$ cat config.mk
export PLATFORM = sky130hd
export DESIGN_NAME = mem_stage_lsu
export DESIGN_NICKNAME = d
export VERILOG_FILES = /design/src/rtl/mips_mem_pkg.sv /design/src/rtl/lsu_align.sv /design/src/rtl/mem_stage_lsu.sv
export SDC_FILE = /design/constraint.sdc
export NUM_CORES = 1
export LEC_CHECK = 0
export CAP_MARGIN = 15
export CORE_ASPECT_RATIO = 1.75
export CORE_MARGIN = 3
export CORE_UTILIZATION = 44
export DETAILED_ROUTE_END_ITERATION = 12
export HOLD_SLACK_MARGIN = 0.06
export PLACE_DENSITY = 0.81
export SYNTH_ARGS = -nofsm -noshare
export SYNTH_HDL_FRONTEND = slang
export SYNTH_SLANG_ARGS = --single-unit
$ cat constraint.sdc
create_clock -name clock -period 2.93 [get_ports clock]
set_clock_uncertainty 0.2 [all_clocks]
set_input_delay 0.293 -clock clock [delete_from_list [all_inputs] [get_ports clock]]
set_output_delay 0.293 -clock clock [all_outputs]
set_load 0.05 [all_outputs]
$ cat src/rtl/mips_mem_pkg.sv
// Shared definitions for the MEM-stage load/store unit: op codes, memory depth
// default and FSM state encoding.
package mips_mem_pkg;

    localparam logic [2:0] OP_LB  = 3'd0;
    localparam logic [2:0] OP_LH  = 3'd1;
    localparam logic [2:0] OP_LW  = 3'd2;
    localparam logic [2:0] OP_LBU = 3'd3;
    localparam logic [2:0] OP_LHU = 3'd4;
    localparam logic [2:0] OP_SB  = 3'd5;
    localparam logic [2:0] OP_SH  = 3'd6;
    localparam logic [2:0] OP_SW  = 3'd7;

    localparam int MEM_WORDS_DEF = 64;

    localparam logic ST_IDLE   = 1'b0;
    localparam logic ST_RMW_WR = 1'b1;

    function automatic logic op_is_load(input logic [2:0] op);
        return (op == OP_LB) || (op == OP_LH) || (op == OP_LW) ||
               (op == OP_LBU) || (op == OP_LHU);
    endfunction

    function automatic logic op_is_sub_store(input logic [2:0] op);
        return (op == OP_SB) || (op == OP_SH);
    endfunction

    // Misalignment of halfword/word ops; byte ops are never misaligned.
    function automatic logic op_misaligned(input logic [2:0] op, input logic [1:0] a);
        case (op)
            OP_LH, OP_LHU, OP_SH: return a[0];
            OP_LW, OP_SW:         return a != 2'b00;
            default:              return 1'b0;
        endcase
    endfunction

endpackage

$ cat src/rtl/lsu_align.sv
// Byte-lane steering: extracts/extends load values from a memory word and
// builds the merged word for sub-word stores (little-endian).
module lsu_align
    import mips_mem_pkg::*;
(
    input  logic [2:0]  op,
    input  logic [1:0]  addr,
    input  logic [31:0] word,
    input  logic [31:0] wdata,
    output logic [31:0] load_val,
    output logic [31:0] store_word
);

    logic [7:0]  byte_sel;
    logic [15:0] half_sel;

    always_comb begin
        case (addr)
            2'd0:    byte_sel = word[7:0];
            2'd1:    byte_sel = word[15:8];
            2'd2:    byte_sel = word[23:16];
            default: byte_sel = word[31:24];
        endcase
        half_sel = addr[1] ? word[31:16] : word[15:0];
    end

    always_comb begin
        case (op)
            OP_LB:   load_val = {{24{byte_sel[7]}}, byte_sel};
            OP_LBU:  load_val = {24'd0, byte_sel};
            OP_LH:   load_val = {{16{half_sel[15]}}, half_sel};
            OP_LHU:  load_val = {16'd0, half_sel};
            default: load_val = word;
        endcase
    end

    always_comb begin
        store_word = word;
        case (op)
            OP_SB: begin
                case (addr)
                    2'd0:    store_word[7:0]   = wdata[7:0];
                    2'd1:    store_word[15:8]  = wdata[7:0];
                    2'd2:    store_word[23:16] = wdata[7:0];
                    default: store_word[31:24] = wdata[7:0];
                endcase
            end
            OP_SH: begin
                if (addr[1]) store_word[31:16] = wdata[15:0];
                else         store_word[15:0]  = wdata[15:0];
            end
            OP_SW:   store_word = wdata;
            default: store_word = word;
        endcase
    end

endmodule

$ cat src/rtl/mem_stage_lsu.sv
// MEM-stage load/store unit: word-addressed memory access, registered loads,
// two-cycle read-modify-write for SB/SH, and fault detection.
module mem_stage_lsu
    import mips_mem_pkg::*;
#(
    parameter int MEM_WORDS = MEM_WORDS_DEF
) (
    input  logic        clock,
    input  logic        reset,
    input  logic        req_valid,
    input  logic [2:0]  req_op,
    input  logic [31:0] req_addr,
    input  logic [31:0] req_wdata,
    input  logic [4:0]  req_rd,
    output logic        stall,
    output logic        load_valid,
    output logic [31:0] load_data,
    output logic [4:0]  load_rd,
    output logic        fault,
    output logic [31:0] mem_address,
    output logic        mem_read,
    output logic        mem_write,
    output logic [31:0] mem_writeData,
    input  logic [31:0] mem_readData
);

    localparam logic [31:0] ADDR_LIMIT = 32'(MEM_WORDS) << 2;

    logic        state;
    logic [31:0] merge_word;
    logic [31:0] merge_addr;

    logic        in_idle;
    logic        fault_c;
    logic        acc;
    logic        acc_load;
    logic        acc_sub;
    logic        acc_sw;
    logic [31:0] word_idx;
    logic [31:0] load_val;
    logic [31:0] store_word;

    assign word_idx = {2'b00, req_addr[31:2]};

    lsu_align u_align (
        .op         (req_op),
        .addr       (req_addr[1:0]),
        .word       (mem_readData),
        .wdata      (req_wdata),
        .load_val   (load_val),
        .store_word (store_word)
    );

    always_comb begin
        in_idle  = (state == ST_IDLE);
        fault_c  = req_valid && in_idle &&
                   (op_misaligned(req_op, req_addr[1:0]) || (req_addr >= ADDR_LIMIT));
        acc      = req_valid && in_idle && !fault_c;
        acc_load = acc && op_is_load(req_op);
        acc_sub  = acc && op_is_sub_store(req_op);
        acc_sw   = acc && (req_op == OP_SW);
    end

    // The RMW write cycle overrides whatever is on req_*; upstream is held.
    always_comb begin
        stall         = acc_sub;
        mem_read      = 1'b0;
        mem_write     = 1'b0;
        mem_address   = 32'd0;
        mem_writeData = 32'd0;
        if (state == ST_RMW_WR) begin
            mem_write     = 1'b1;
            mem_address   = merge_addr;
            mem_writeData = merge_word;
        end else if (acc_load || acc_sub) begin
            mem_read    = 1'b1;
            mem_address = word_idx;
        end else if (acc_sw) begin
            mem_write     = 1'b1;
            mem_address   = word_idx;
            mem_writeData = store_word;
        end
    end

    always_ff @(posedge clock) begin
        if (reset) begin
            state      <= ST_IDLE;
            merge_word <= 32'd0;
            merge_addr <= 32'd0;
            load_valid <= 1'b0;
            load_data  <= 32'd0;
            load_rd    <= 5'd0;
            fault      <= 1'b0;
        end else begin
            load_valid <= acc_load;
            load_data  <= acc_load ? load_val : 32'd0;
            load_rd    <= acc_load ? req_rd : 5'd0;
            fault      <= fault_c;
            case (state)
                ST_IDLE: begin
                    if (acc_sub) begin
                        state      <= ST_RMW_WR;
                        merge_word <= store_word;
                        merge_addr <= word_idx;
                    end
                end
                default: begin
                    state      <= ST_IDLE;
                    merge_word <= 32'd0;
                    merge_addr <= 32'd0;
                end
            endcase
        end
    end

endmodule
# [Yosys cells after proc, flatten, opt, wreduce, memory -nomap -nowiden]
# Index checks and enable logic that the tools add are counted.
[word_totals] n_memories=0 register_bits=102 elab_cells=64 latchBits=0 ram_bits=0 rom_bits=0 in_bits=107
[classes] reduce_logical=22 shift=0 addsub=0 muxes=23 order_cmp=1 mul=0 n_div=0 bitwise=2 n_eq_ne=9
[op_table] op="32-bit one-hot mux with 4 select lines" count=1
[op_table] op="32-bit two-way mux" count=3
[op_table] op="32-bit one-hot mux with 3 select lines" count=1
[op_table] op="30-bit two-way mux" count=3
[op_table] op="16-bit two-way mux" count=3
[op_table] op="32-bit by 9-bit >= comparator with 1-bit output, second input constant" count=1
[op_table] op="8-bit two-way mux" count=4
[op_table] op="8-bit one-hot mux with 3 select lines" count=1
[op_table] op="3-bit equality test, second input constant" count=4
[op_table] op="1-bit logical OR" count=7
[op_table] op="3-bit by 2-bit equality test with 1-bit output, second input constant" count=2
[op_table] op="1-bit logical AND" count=6
[op_table] op="1-bit two-way mux" count=6
[op_table] op="2-bit OR reduction" count=3
[op_table] op="3-bit OR reduction" count=2
[op_table] op="3-bit by 1-bit equality test with 1-bit output, second input constant" count=1
[op_table] op="3-bit logical NOT" count=1
[op_table] op="2-bit by 1-bit equality test with 1-bit output, second input constant" count=1
[op_table] op="2-bit equality test, second input constant" count=1
[op_table] op="2-bit logical NOT" count=1
[op_table] op="1-bit inverter" count=2
[op_table] op="1-bit one-hot mux with 2 select lines" count=1
[op_table] op="2-bit nonzero test" count=1
[op_table] op="1-bit logical NOT" count=1

# [Longest topological paths before layout]
[depth] depth_word=11 depth_mapped=9 ltp_nobuf=6

# [Modules after synthesis]
# Synthesis repeated with hierarchy kept, for this count alone.
[unflattened] hier_cells=844 hier_area_um2=6578.8
[by_module_without_submodules] module="mem_stage_lsu" instances=1 area_per_inst_um2=4406.7 cells_each=537 seq_area_each_um2=2042.0
[by_module_without_submodules] module="lsu_align" instances=1 area_per_inst_um2=2172.1 cells_each=307 seq_area_each_um2=0.0

# [Worst setup path before layout]
# Ideal clock, no wire load.
[synth_timing] path_type="input -> output" start="in req_addr[0]" end="out mem_writeData[30]" required_ns=2.437 path_stages=6 slack_ns=-0.136 path_buffers=2 t_arrival_ns=2.573 cell_sequence="buf_2 buf_2 a21oi_1 o21a_1 a221oi_1 o21ai_0"
[synth_via] elab_chain_len=10 word_cells_on_any_way=20 cone_classes="order compare (1); eq/ne (2); mux (6); reduce/logical (11)"
[synth_rtl] item="from (decl)" line_no="mem_stage_lsu.sv:12" source="input logic [31:0] req_addr,"
[synth_rtl] item="branches (longest 8 deep; another with 32-bit by 9-bit >= comparator with 1-bit output)"
[synth_rtl] item="32-bit two-way mux *" line_no="mem_stage_lsu.sv:75" source="end else if (acc_load || acc_sub) begin"
[synth_rtl] item="32-bit two-way mux *" line_no="mem_stage_lsu.sv:71" source="if (state == ST_RMW_WR) begin"
[synth_rtl] item="to (decl)" line_no="mem_stage_lsu.sv:23" source="output logic [31:0] mem_writeData,"
# Mark *: on every way between the ends.

# [Worst setup path after layout]
[layout_timing] start="in req_addr[28]" end="out mem_writeData[15]"
[layout_via] elab_chain_len=9 word_cells_on_any_way=12 cone_classes="order compare (1); mux (3); reduce/logical (8)"
[layout_rtl] item="32-bit by 9-bit >= comparator with 1-bit output *" line_no="mem_stage_lsu.sv:57" source="(op_misaligned(req_op, req_addr[1:0]) || (req_addr >= ADDR_LIMIT));"
[layout_rtl] item="1-bit logical OR *" line_no="mem_stage_lsu.sv:57"
[layout_rtl] item="1-bit logical AND *" line_no="mem_stage_lsu.sv:56" source="fault_c = req_valid && in_idle &&"
[layout_rtl] item="1-bit logical NOT *" line_no="mem_stage_lsu.sv:58" source="acc = req_valid && in_idle && !fault_c;"
[layout_rtl] item="1-bit logical AND *" line_no="mem_stage_lsu.sv:58"
[layout_rtl] item="1-bit logical AND (on tied branches)" line_no="mem_stage_lsu.sv:61, mem_stage_lsu.sv:59, mem_stage_lsu.sv:60"
[layout_rtl] item="32-bit two-way mux / 1-bit logical OR (equally long branches)" line_no="mem_stage_lsu.sv:78, mem_stage_lsu.sv:75"
[layout_rtl] item="32-bit two-way mux *" line_no="mem_stage_lsu.sv:75"
[layout_rtl] item="32-bit two-way mux *" line_no="mem_stage_lsu.sv:71"
# Mark *: on every way between the ends. The rest lies on a longest branch, timed or not.

==> flow_metrics.py <==
metrics = {
    "sta": {
        "fmax_mhz": 350.4,
        "setup_slack_ps": 76.38,
        "hold_viol_final": 0,
        "tightest_slew_ps": 716.6,
        "setup-tns-final_ps": 0,
        "fin_crit_ps": 2854,
        "post-route-period-util_pct": 97.39,
        "maxSlewHeadroom_pct": 52.23,
        "setup-violations-final": 0,
        "slew_violations": 0,
        "finalHoldWorstSlack_ps": 196.8,
    },
    "layout": {
        "final_nets": 1024,
        "drive_above_1_share_pct": 18.33,
        "multi_input_area_sq_um": 3233,
        "syn2layout_area_growth_pct": 64.68,
        "fillers": 874,
        "diodes": 0,
        "seq_area_sq_um": 2043,
    },
    "power_and_ir_drop": {
        "p_sw_w": 0.0009167,
        "intPower_w": 0.002270,
        "powerDensity_nw_per_um2": 353.9,
        "total_power_w": 0.003186,
        "clkPwrFrac_pct": 38.1,
        "p_seq_share_pct": 43.5,
        "ir_drop_v": 0.0002873,
        "p_leak_nw": 3.544,
        "pwr-share-comb_pct": 18.4,
        "netSwitchingFraction_pct": 28.77,
    },
    "yosys": {
        "yosys.area.top_type_share_pct": 37.35,
        "ys_ff_latch": 102,
        "synthFlopType": "dfxtp_1",
        "synth.distinct_cells": 54,
        "yosys_warnings": 0,
        "syn-mean-instance-area_sq_um": 8.004,
        "async_flop_share_pct": 0,
        "syn_area_sq_um": 5466,
        "ys_seq_area_share_pct": 37.35,
        "synth_top_area_cell": "dfxtp_1",
        "synth_cells": 683,
        "synth-edff-count": 0,
        "synth_area_leaders": "dfxtp_1, nand2_1, and2_1, a21oi_1, mux4_2",
    },
    "global_routing": {
        "use_met1_pct": 35.14,
        "busiest_layer": "met2",
        "use_met3_pct": 5.219,
        "grt_start_max_net_pins": 44,
        "grt_use_met2_pct": 58.17,
        "grt_pass1_vias": 6373,
        "grt_overflow_total": 0,
        "antenna_found_initial": 0,
        "grt_pass1_wl_mm": 34.97,
        "grt_usage_pct": 31.90,
    },
    "critical_path": {
        "start_kind": "primary input",
        "critPathArrivalTime_ps": 2360,
        "crit_type": "in2out",
        "worstPathMaxFanout": 7,
        "endpoint_kind": "output pin",
        "crit_required_ps": 2440,
    },
    "detailed_routing": {
        "ant_nets": 0,
        "vias_per_cell": 5.800,
        "first_pass_iters": 5,
        "num_vias": 6305,
        "drt-total-wl_mm": 22.85,
        "drc_errors": 0,
        "drt-initial-drc-count": 511,
        "routedWlPerCell_um": 21.02,
    },
    "cts": {
        "cts-root-buf": "clkbuf_16",
        "clk_pin_slew_worst_paths_ps": 80,
        "cts.htree.levels": 3,
        "clkSinkCount": 102,
        "numCtsBuffers": 9,
        "ctsHoldBuffers": 0,
        "worst_skew_pair.late_latency_ps": 350,
        "cts_max_path_buffers": 2,
        "cts_tree": "yes",
    },
    "die": {
        "pin_count": 213,
        "placementRows": 53,
        "die_w_um": 90.26,
        "die_y_um": 153.5,
        "die_area_sq_um": 13850,
        "core_area_sq_um": 12070,
        "initial_utilization_pct": 45.29,
    },
    "place": {
        "port_buffers": 210,
        "gp_congestion": 0.9109,
        "dpl.hpwl_mm": 17.19,
        "dp_slack_ps": -216.3,
    },
    "run": {
        "drv_cap": 0,
    },
    "outcome": {
        "outcome": "completed",
    },
    "worst_hold_path": {
        "min_path_type": "in2reg",
    },
}
-- worst max-delay path: stages --
cell and delay, ps:
clkdlybuf4s50_1 390, nor4_1 290, nand4_1 150, buf_6 150, nor4_4 260, buf_6 180
and2_4 220, a32o_2 270, buf_12 150
-- cells in the mapped netlist (2+ instances only) --
cell type	n
a22o_1	14
nand3b_1	9
nand4_1	2
mux2i_1	10
nor2_1	23
nor4_1	6
buf_1	7
o211ai_1	9
nand3_1	3
dfxtp_1	102
nor2b_1	13
a21o_1	8
o2111ai_1	8
a22oi_1	9
nand2_1	137
o21ai_1	2
nand2b_1	2
inv_1	19
o21a_1	2
or3_1	3
and3_1	2
a32o_1	16
and2_1	55
o21ai_0	25
mux4_2	8
clkbuf_2	2
buf_4	5
nor3b_1	3
a222oi_1	7
xor2_1	2
a21oi_1	66
buf_6	3
buf_2	10
o22ai_1	25
clkbuf_1	32
nor4_4	2
a221oi_1	9
nor3_1	7
-- per-stage QoR --
stage | util [%] | area (sq um) | instances
finish | 74.59 | 9002 | 1087
floorplan | - | 5470 | 684
CTS | 73.53 | 8875 | 1085
global route | 74.59 | 9002 | 1087
global placement | 70.30 | 8484 | 1065
detailed placement | 70.30 | 8484 | 1065
-- routing by layer --
metal  routed length, um  vias to the layer above
met3                1425                       76
met4                1084                        0
met5                   0                        -
met2               12190                      334
li1                    -                     2916
met1                8148                     2979
-- power groups by stage --
stage                     clock network [W]  registers (W)  logic (W)
after floorplan                           0        0.00142   0.000237
after global placement                    0        0.00142   0.000554
after detailed placement                  0        0.00142   0.000561
after CTS                           0.00123        0.00139   0.000567
after global routing                0.00128        0.00139   0.000621
final                               0.00121        0.00139   0.000586
-- cell families (layout without fill, tap and decap cells) --
group / after synthesis / in the layout / synth area share, %
AO/OA/AOI/OAI: 204 / 204 / 25.04
XOR/XNOR: 3 / 3 / 0.4807
buffers and inverters: 78 / 313 / 6.386
flip-flops: 102 / 102 / 37.35
multiplexers: 19 / 19 / 5.333
other: 1 / 2 / 0.06860
AND/OR/NAND/NOR: 276 / 279 / 25.34
-- state kept, by name (all words and copies together), names as in the netlist --
name,cells
load_rd,5
load_data,32
load_valid,1
merge_addr,30
fault,1
merge_word,32
state,1
-- cell type report --
cell class                 instances  area share [%]
timing repair buffer             278           34.93
sequential                       102           22.70
multi-input combinational        507           35.91
tap                              165           2.293
clock inverter                     7          0.8756
clock buffer                       9           2.502
inverter                          19          0.7922
-- cell usage in the layout, fill, tap and decap left out, types with 11 or more instances in the layout --
cell type	n
buf_4	57
nor2_1	23
o21ai_0	16
dfxtp_1	101
dlymetal6s2s_1	12
nand2_1	136
and2_1	55
clkdlybuf4s50_1	155
inv_1	19
o22ai_1	25
buf_12	47
a22o_1	14
a21oi_1	65
nor2b_1	11
-- what timing repair did --
| item | in CTS | in global routing |
|---|---|---|
| hold endpoints to repair | 0 | 0 |
| pin swaps | 4 | 13 |
| endpoints found under the setup margin | 30 | 39 |
| buffers inserted | 2 | 1 |
| resized for setup | 20 | 32 |
| gates cloned | 2 | 1 |
-- path summary, 6_finish.rpt --
path / startpoint / endpoint / slack [ps] / cells past startpoint
worst max-delay path: req_addr[28] / mem_writeData[15] / 80 / 9
worst min-delay path: req_addr[7] / merge_addr[5] / 200 / 3
worst min register to register: merge_addr[14] / merge_addr[14] / 260 / 1
worst max register to register: state / merge_addr[26] / 340 / 7
No activity file was read; power rests on OpenSTA's default activity.
